File: src/rtl/tea_pkg.sv
// Shared TEA constants, FSM encoding and key slicing used by the encrypt and decrypt cores.
package tea_pkg;

   localparam logic [31:0] TEA_DELTA = 32'h9E3779B9;
   localparam logic [31:0] TEA_SUM32 = 32'hC6EF3720;

   typedef enum logic [1:0] {
      ST_IDLE = 2'd0,
      ST_RUN  = 2'd1,
      ST_DONE = 2'd2
   } tea_state_e;

   // k0 lives in the top word of the 128-bit key, k3 in the bottom word.
   localparam int K0_MSB = 127;
   localparam int K1_MSB = 95;
   localparam int K2_MSB = 63;
   localparam int K3_MSB = 31;

   function automatic logic [31:0] key_word(input logic [127:0] key, input logic [1:0] idx);
      logic [31:0] w;
      case (idx)
         2'd0:    w = key[K0_MSB -: 32];
         2'd1:    w = key[K1_MSB -: 32];
         2'd2:    w = key[K2_MSB -: 32];
         2'd3:    w = key[K3_MSB -: 32];
         default: w = 32'd0;
      endcase
      return w;
   endfunction

endpackage

File: src/rtl/tea_enc_round.sv
// One full TEA encryption cycle (both Feistel half-rounds), purely combinational.
module tea_enc_round
   import tea_pkg::*;
#(
   parameter logic [31:0] DELTA = TEA_DELTA
) (
   input  logic [31:0] i_v0,
   input  logic [31:0] i_v1,
   input  logic [31:0] i_sum,
   input  logic [31:0] i_k0,
   input  logic [31:0] i_k1,
   input  logic [31:0] i_k2,
   input  logic [31:0] i_k3,
   output logic [31:0] o_v0,
   output logic [31:0] o_v1,
   output logic [31:0] o_sum
);

   logic [31:0] w_sum;
   logic [31:0] w_v0;

   assign w_sum = i_sum + DELTA;
   assign w_v0  = i_v0 + (((i_v1 << 5'd4) + i_k0) ^ (i_v1 + w_sum) ^ ((i_v1 >> 5'd5) + i_k1));
   // Second half-round consumes the freshly updated v0.
   assign o_v1  = i_v1 + (((w_v0 << 5'd4) + i_k2) ^ (w_v0 + w_sum) ^ ((w_v0 >> 5'd5) + i_k3));
   assign o_v0  = w_v0;
   assign o_sum = w_sum;

endmodule

File: src/rtl/tea_encrypt_core.sv
// Iterative TEA encryptor, one cycle per clock, valid/ready on both sides.
// Optional TEA_ENC_ROUND_CNT_EN adds a round_cnt progress output.
module tea_encrypt_core
   import tea_pkg::*;
#(
   parameter int          ROUNDS = 32,
   parameter logic [31:0] DELTA  = TEA_DELTA
) (
   input  logic          clk,
   input  logic          reset,
   input  logic          in_valid,
   output logic          in_ready,
   input  logic [63:0]   pt,
   input  logic [127:0]  key,
   output logic          out_valid,
   input  logic          out_ready,
   output logic [63:0]   ct,
   output logic          busy
`ifdef TEA_ENC_ROUND_CNT_EN
   ,
   output logic [5:0]    round_cnt
`endif
);

   localparam logic [5:0] RND_LAST = 6'(ROUNDS - 1);

   tea_state_e  r_state;
   logic [31:0] r_v0, r_v1, r_sum;
   logic [31:0] r_k0, r_k1, r_k2, r_k3;
   logic [5:0]  r_rnd;
   logic [63:0] r_ct;
   logic        r_in_ready, r_out_valid, r_busy;

   logic [31:0] w_v0, w_v1, w_sum;

   tea_enc_round #(.DELTA(DELTA)) u_round (
      .i_v0  (r_v0),
      .i_v1  (r_v1),
      .i_sum (r_sum),
      .i_k0  (r_k0),
      .i_k1  (r_k1),
      .i_k2  (r_k2),
      .i_k3  (r_k3),
      .o_v0  (w_v0),
      .o_v1  (w_v1),
      .o_sum (w_sum)
   );

   // Control FSM plus datapath registers; handshake outputs are registered.
   always_ff @(posedge clk or posedge reset) begin
      if (reset) begin
         r_state     <= ST_IDLE;
         r_v0        <= 32'd0;
         r_v1        <= 32'd0;
         r_sum       <= 32'd0;
         r_k0        <= 32'd0;
         r_k1        <= 32'd0;
         r_k2        <= 32'd0;
         r_k3        <= 32'd0;
         r_rnd       <= 6'd0;
         r_ct        <= 64'd0;
         r_in_ready  <= 1'b1;
         r_out_valid <= 1'b0;
         r_busy      <= 1'b0;
      end else begin
         case (r_state)
            ST_IDLE: begin
               if (in_valid) begin
                  r_v0       <= pt[63:32];
                  r_v1       <= pt[31:0];
                  r_k0       <= key_word(key, 2'd0);
                  r_k1       <= key_word(key, 2'd1);
                  r_k2       <= key_word(key, 2'd2);
                  r_k3       <= key_word(key, 2'd3);
                  r_sum      <= 32'd0;
                  r_rnd      <= 6'd0;
                  r_in_ready <= 1'b0;
                  r_busy     <= 1'b1;
                  r_state    <= ST_RUN;
               end
            end
            ST_RUN: begin
               r_v0  <= w_v0;
               r_v1  <= w_v1;
               r_sum <= w_sum;
               r_rnd <= r_rnd + 6'd1;
               if (r_rnd == RND_LAST) begin
                  r_ct        <= {w_v0, w_v1};
                  r_out_valid <= 1'b1;
                  r_busy      <= 1'b0;
                  r_state     <= ST_DONE;
               end
            end
            ST_DONE: begin
               if (out_ready) begin
                  r_out_valid <= 1'b0;
                  r_in_ready  <= 1'b1;
                  r_rnd       <= 6'd0;
                  r_state     <= ST_IDLE;
               end
            end
            default: begin
               r_out_valid <= 1'b0;
               r_in_ready  <= 1'b1;
               r_busy      <= 1'b0;
               r_rnd       <= 6'd0;
               r_state     <= ST_IDLE;
            end
         endcase
      end
   end

   assign in_ready  = r_in_ready;
   assign out_valid = r_out_valid;
   assign ct        = r_ct;
   assign busy      = r_busy;
`ifdef TEA_ENC_ROUND_CNT_EN
   assign round_cnt = r_rnd;
`endif

endmodule

File: config.mk
export PLATFORM = sky130hd
export DESIGN_NAME = tea_encrypt_core
export DESIGN_NICKNAME = d
export VERILOG_FILES = /design/src/rtl/tea_pkg.sv /design/src/rtl/tea_enc_round.sv /design/src/rtl/tea_encrypt_core.sv
export SDC_FILE = /design/constraint.sdc
export NUM_CORES = 1
export LEC_CHECK = 0
export BUFFER_PORTS_ARGS = -buffer_cell sky130_fd_sc_hd__buf_4
export CORE_UTILIZATION = 55
export DETAILED_ROUTE_END_ITERATION = 7
export PLACE_DENSITY = 0.78
export SYNTH_ARGS = -nofsm -noshare
export SYNTH_HDL_FRONTEND = slang
export SYNTH_SLANG_ARGS = --single-unit
File: constraint.sdc
create_clock -name clk -period 11.05 [get_ports clk]
set_clock_uncertainty 0.1 [all_clocks]
set_input_delay 2.21 -clock clk [delete_from_list [all_inputs] [get_ports clk]]
set_output_delay 2.21 -clock clk [all_outputs]
set_load 0.01 [all_outputs]
==> results.ini, run 1 <==
[outcome]
outcome = finished clean

[timing]
setup_ws_ns = 0.628
max_slew_margin_pct = 21.3
finalHoldViolations = 0
drv_slew = 0
min_period_ns = 10.42
tightest_slew_ns = 1.18
setup_viol = 0
fin_crit_sh_pct = 94.3
fmax_mhz = 95.9

[routing]
met2_wirelength_um = 35000
top_layer = met4
drtIter0Drc = 2507
m1WireLength_um = 36700
wirelength_um = 81700
routedWlPerCell_um = 21.8
met3_length_um = 7790
drt.antenna.violating_nets = 0
drc = 0
via_per_inst = 6.08
firstDrtPassIters = 6
via_count = 22800

[logic_synthesis]
ys_seq_elements = 299
ys_types = 76
synthesis.nets = 3326
yosysWarnings = 0
ys_seq_area_share_pct = 30.9
ys.flop_type = dfrtp_1
synth_edf_count = 0
synthArstFlopShare_pct = 100
postSynthAreaPerCell_sq_um = 8.42
netlist_area_sq_um = 24200
syn_inst = 2875

[min_path]
min_from = r_k0[30]
hold_end = r_k0[30]
hold_path_depth = 2
min_path_type = reg2reg

[die]
num_io_pins = 263
initial_utilization_pct = 56.0
core_sq_um = 43300
dieArea_sq_um = 44900
die-height_um = 212
dieWidth_um = 212
std_cell_rows = 76

[setup_path]
crit_top_cell = xnor2_1
critical-path-max-stage-delay_ns = 0.50
crit_slowest_cell = a2111o_1
cp-start-kind = flip-flop
worstSetupPathType = reg2reg
required_ns = 11.40
crit_path_end_kind = flip-flop
r2r_cells = 44
cp.arrival_ns = 10.77
worstPathMaxFanout = 6
timing.rr.end = ct[31]
r2r_start = r_sum[0]
reg2reg_slack_ns = 0.63

[clock_tree]
numCtsBuffers = 35
h-tree-depth = 2
clock-sinks = 299
cts_hold_buffers = 0
tritoncts = yes
clk_pin_slew_worst_paths_ns = 0.06
root_buffer = clkbuf_16
clock_latency_ns = 0.58
clock_path_buffers = 3

[grt]
grt_pass1_vias = 21900
antenna_found_initial = 1
grt_usage_pct = 36.4
grt_pass1_wl_um = 124000
gr-total-overflow = 0
grt_max_degree = 110

[placed_design]
place.port_buffers = 262
routabilityCongestion = 0.997
dp_hpwl_um = 63000
place_ws_ns = 0.433
dp.cells = 3678

[cells_and_area]
diodes = 0
syn2layout_area_growth_pct = 16.9
nFillCells = 3628
nets = 3586
final_cells = 3743
layout-drive-gt1-share_pct = 14.4
post-route-util_pct = 65.4

[job]
max_cap_viol_count = 0

layout make-up:
| class | count | area (sq um) | share of cell area, % |
|---|---|---|---|
| Clock buffer | 46 | 978 | 3.46 |
| Clock inverter | 14 | 200 | 0.707 |
| Inverter | 76 | 293 | 1.03 |
| Multi-Input combinational cell | 2414 | 16300 | 57.6 |
| Sequential cell | 299 | 7480 | 26.4 |
| Tap cell | 585 | 732 | 2.59 |
| Timing Repair Buffer | 309 | 2320 | 8.19 |
synth_stat cells (all sizes together) (4+ instances only):
cell type | count | area, sq um
nand4 | 16 | 100
a31oi | 39 | 250
a21o | 137 | 1030
o21a | 20 | 150
nand2b | 39 | 244
o31ai | 21 | 158
a22oi | 30 | 225
inv | 76 | 285
o21ai | 180 | 916
nand3 | 52 | 260
dfrtp | 298 | 7460
nor4 | 8 | 50.1
a2111oi | 5 | 50.0
a221oi | 6 | 58.8
nor3 | 27 | 146
mux2 | 38 | 428
a211o | 5 | 43.8
or3 | 6 | 37.5
nand2 | 624 | 2340
o211ai | 13 | 103
nor2 | 131 | 492
a21oi | 192 | 965
ha | 247 | 3090
a221o | 6 | 60.1
and2 | 5 | 31.3
xor2 | 67 | 587
a211oi | 20 | 150
and3 | 24 | 150
nor2b | 26 | 163
o22ai | 4 | 25.0
or2 | 4 | 25.0
a31o | 6 | 52.6
xnor2 | 320 | 2810
buf | 21 | 83.8
a21boi | 12 | 93.8
o41ai | 5 | 51.3
clkbuf | 65 | 244
fa | 8 | 160
o21bai | 35 | 263
registers in the layout (all words and copies together) (netlist names), 2 cells and up:
signal and count:
r_k3 32, r_v1 32, r_k2 32, r_rnd 6
r_k1 32, r_state 2, r_k0 32, r_sum 32
r_v0 32, ct 64
repair_timing:
| item | in CTS | in global routing |
|---|---|---|
| endpoints found under the setup margin | 0 | 8 |
| setup buffers | 0 | 5 |
| gates resized for setup | 0 | 25 |
logic make-up after synthesis:
| kind of cell | Yosys count | share of synthesized area (%) |
|---|---|---|
| xor+xnor | 389 | 14.2 |
| buf+inv | 162 | 2.53 |
| compound gates | 758 | 20.1 |
| flops | 299 | 30.9 |
| fa+ha+maj | 255 | 13.4 |
| mux | 38 | 1.77 |
| simple gates | 974 | 17.1 |
per-stage QoR:
stage / hold WS, ns / setup TNS [ns] / cell area (sq um)
after global placement: 0.364 / 0 / 27000
after global routing: 0.418 / -0.0263 / 28300
final: 0.382 / 0 / 28300
after CTS: 0.383 / 0 / 28100
after floorplan: 0.350 / 0 / 24200
after detailed placement: 0.369 / 0 / 27000
placed cells by master, fill, tap and decap left out, types with 6 or more instances in the layout:
cell and n:
nor3_1 25, a22oi_1 30, xnor2_2 6, ha_1 247, a31oi_1 38, o31ai_1 19, clkbuf_1 6, and3_1 24
a31o_2 6, o21ai_0 159, o21ai_1 17, mux2_2 38, inv_1 75, a211oi_1 17, nand4_1 16, a221o_1 6
a21oi_1 189, nor2_1 130, clkbuf_16 36, dfrtp_1 298, nor2b_1 24, a21o_1 137, nand3_1 52, fa_1 8
nand2b_1 37, nor4_1 8, nand2_1 623, or3_1 6, xnor2_1 314, o21a_1 19, o211ai_1 12, xor2_1 62
buf_4 309, o21bai_1 35
how the worst max path moves through the flow:
stage / from / endpoint / slack, ns / cells past startpoint
after detailed placement: r_sum[0] / ct[31] / 0.43 / 48
after global routing: r_sum[2] / r_v1[31] / -0.03 / 48
final: r_sum[0] / ct[31] / 0.63 / 44
after global placement: r_sum[0] / ct[31] / 0.74 / 46
after CTS: r_sum[0] / ct[31] / 0.38 / 48
after floorplan: reset / busy / 0.48 / 1
critical path, delay by kind of cell, from the launching register on:
kind                       cells  cell delay (ns)
xor gates and xnor gates      11             1.97
adders and majority gates      5             1.63
and+or+nand+nor                6             0.72
buffers and inverters          1             0.21
AOI/OAI and AO/OA             20             4.94
muxes                          1             0.27
DFF                            1             0.44
per-layer routing:
layer / up-vias / track usage (%)
li1: 10500 / -
met1: 11000 / 53.5
met2: 1077 / 54.7
met3: 165 / 5.92
met4: 0 / 10.3
met5: - / 0
Power of run 1 is not shown: default switching activity piles up to over one toggle a cycle in this logic, so the estimate is an artifact.
==> inputs of run 2 (changes only) <==
- CTS_BUF_LIST: default -> sky130_fd_sc_hd__clkbuf_4 sky130_fd_sc_hd__clkbuf_8 sky130_fd_sc_hd__clkbuf_16
- SYNTH_HIERARCHICAL: default -> 1
==> results.ini, run 2 <==
[outcome]
outcome = finished clean

[logic_synthesis]
ys_seq_area_share_pct = 31.1
ys_seq_elements = 299
synth_top_family_by_area = compound AO/OA/AOI/OAI gates
synth_adder_area_share_pct = 13.5
synth_top_area_share_pct = 31.0
yosysWarnings = 6
synthArstFlopShare_pct = 100
synth_edf_count = 0
synthTopCellsByArea = dfrtp_1, ha_1, xnor2_1
ys.flop_type = dfrtp_1
synth-compound-area-share_pct = 18.9
netlist_area_sq_um = 24100
synthesis.nets = 2979
postSynthAreaPerCell_sq_um = 9.53
synth-simple-area-share_pct = 10.9
synth_common_cells = xnor2_1, dfrtp_1, nand2_1
synthMuxAreaShare_pct = 9.10
post-synth-top-count-cell = xnor2_1
synth-xor-area-share_pct = 14.1
ys_types = 80
synth_area_leader_cell = dfrtp_1
syn_inst = 2527

[grt]
grt_usage_pct = 32.4
grt_max_degree = 167
grt_pass1_vias = 20600
antenna_found_initial = 0
gr-total-overflow = 0
grt_pass1_wl_um = 112000

[clock_tree]
root_buffer = clkbuf_16
numCtsBuffers = 34
clk_pin_slew_worst_paths_ns = 0.06
clock_path_buffers = 3
h-tree-depth = 2
tritoncts = yes
clock-sinks = 299
clock_latency_ns = 0.56

[cells_and_area]
largest_register_ffs = 64
final_cells = 3415
diodes = 0
seqCellArea_sq_um = 7480
syn2layout_area_growth_pct = 16.7
multi_input_area_sq_um = 16200
nFillCells = 3455
final_cell_mix = xnor2_1, dfrtp_1, buf_4
nets = 3256
post-route-util_pct = 65.1
layout-drive-gt1-share_pct = 19.9
final_common_cell = xnor2_1

[setup_path]
crit_path_end_kind = flip-flop
crit_slowest_cell = dfrtp_1
cp.arrival_ns = 10.92
worstPathMaxFanout = 5
cp-start-kind = flip-flop
critical-path-max-stage-delay_ns = 0.42
crit_start = r_sum[0]
cp_top_family = compound AO/OA/AOI/OAI gates
r2r_start = r_sum[0]
required_ns = 11.38
worstSetupPathType = reg2reg
crit_top_cell = a21o_1
critPathBufInv = 2

[min_path]
min_path_type = reg2reg
min_from = ct[36]

[job]
max_cap_viol_count = 0

[routing]
drtIter0Drc = 1829
drt.antenna.violating_nets = 0
via_count = 20900
routedWlPerCell_um = 21.2
via_per_inst = 6.11
wirelength_um = 72400
drc = 0
firstDrtPassIters = 6

[timing]
tightest_slew_ns = 1.07
drv_slew = 0
fin_crit_sh_pct = 95.9
fin_tns_setup_ns = 0
hold_ws_ns = 0.387
finalHoldViolations = 0
min_period_ns = 10.60
setup_viol = 0
fmax_mhz = 94.4
max_slew_margin_pct = 28.7

[placed_design]
dp_hpwl_um = 55100
routabilityCongestion = 0.962
dp.cells = 3352
place.port_buffers = 262

[die]
die-height_um = 211
initial_utilization_pct = 55.8
std_cell_rows = 76
core_sq_um = 43200
num_io_pins = 263
dieWidth_um = 211
dieArea_sq_um = 44600

## run 2: changes by cell type after synthesis, moves of 10 or more
cell	delta
a21o_1	-11
mux2_1	+38
nand3_1	-15
nor2_1	-47
clkbuf_1	-45
o21ai_0	-27
a31oi_1	-19
a22oi_1	+34
o31ai_1	-17
a21oi_1	+10
buf_1	-15
nand2_1	-334
mux2_2	+116
buf_2	+16
## run 2: final cells by class
class | instances | area share (%)
Sequential cell | 299 | 26.6
Tap cell | 585 | 2.60
Inverter | 68 | 0.935
Clock buffer | 51 | 3.80
Clock inverter | 11 | 0.610
Multi-Input combinational cell | 2105 | 57.5
Timing Repair Buffer | 296 | 7.95
## run 2: worst paths after layout
kind	end	cells past startpoint	slack (ns)
min	ct[36]	1	0.39
min in group asynchronous	r_rnd[0]	2	1.75
max	ct[31]	47	0.45
min reg2reg	ct[36]	1	0.39
max in group asynchronous	r_k1[12]	3	7.63
max reg2reg	ct[31]	47	0.45
## run 2: cell families after synthesis
group / after synthesis
buf+inv: 123
compound gates: 703
mux: 195
flops: 299
simple gates: 571
fa+ha+maj: 256
xor+xnor: 380
## run 2: per-stage QoR
step / setup slack [ns] / area [sq um]
3_5_place_dp: 0.196 / 26800
5_1_grt: -0.166 / 28100
4_1_cts: 0.154 / 28000
6_report: 0.453 / 28100
2_1_floorplan: 0.481 / 24100
3_3_place_gp: 0.527 / 26800
## run 2: timing repair
action / in CTS / in global routing
hold buffers: 0 / 0
gates resized for setup: 0 / 17
buffers inserted: 0 / 1
setup endpoints to repair: 0 / 2
## run 2: metal layers
layer	track usage, %	part of all wire, %	wire length, um
met1	47.5	45	32600
met2	49.7	44	32100
met3	4.06	8.2	5920
met4	10.2	2.4	1760
met5	0	0	0
## run 2: worst reg2reg max path: cells and delay by family (launching register included)
kind	cells	cell delay [ns]
fa+ha+maj	5	1.60
buf+inv	2	0.25
simple gates	7	0.76
mux	1	0.30
compound gates	24	5.24
flops	1	0.42
xor+xnor	8	1.77
Power of run 2 is left out for the same reason.
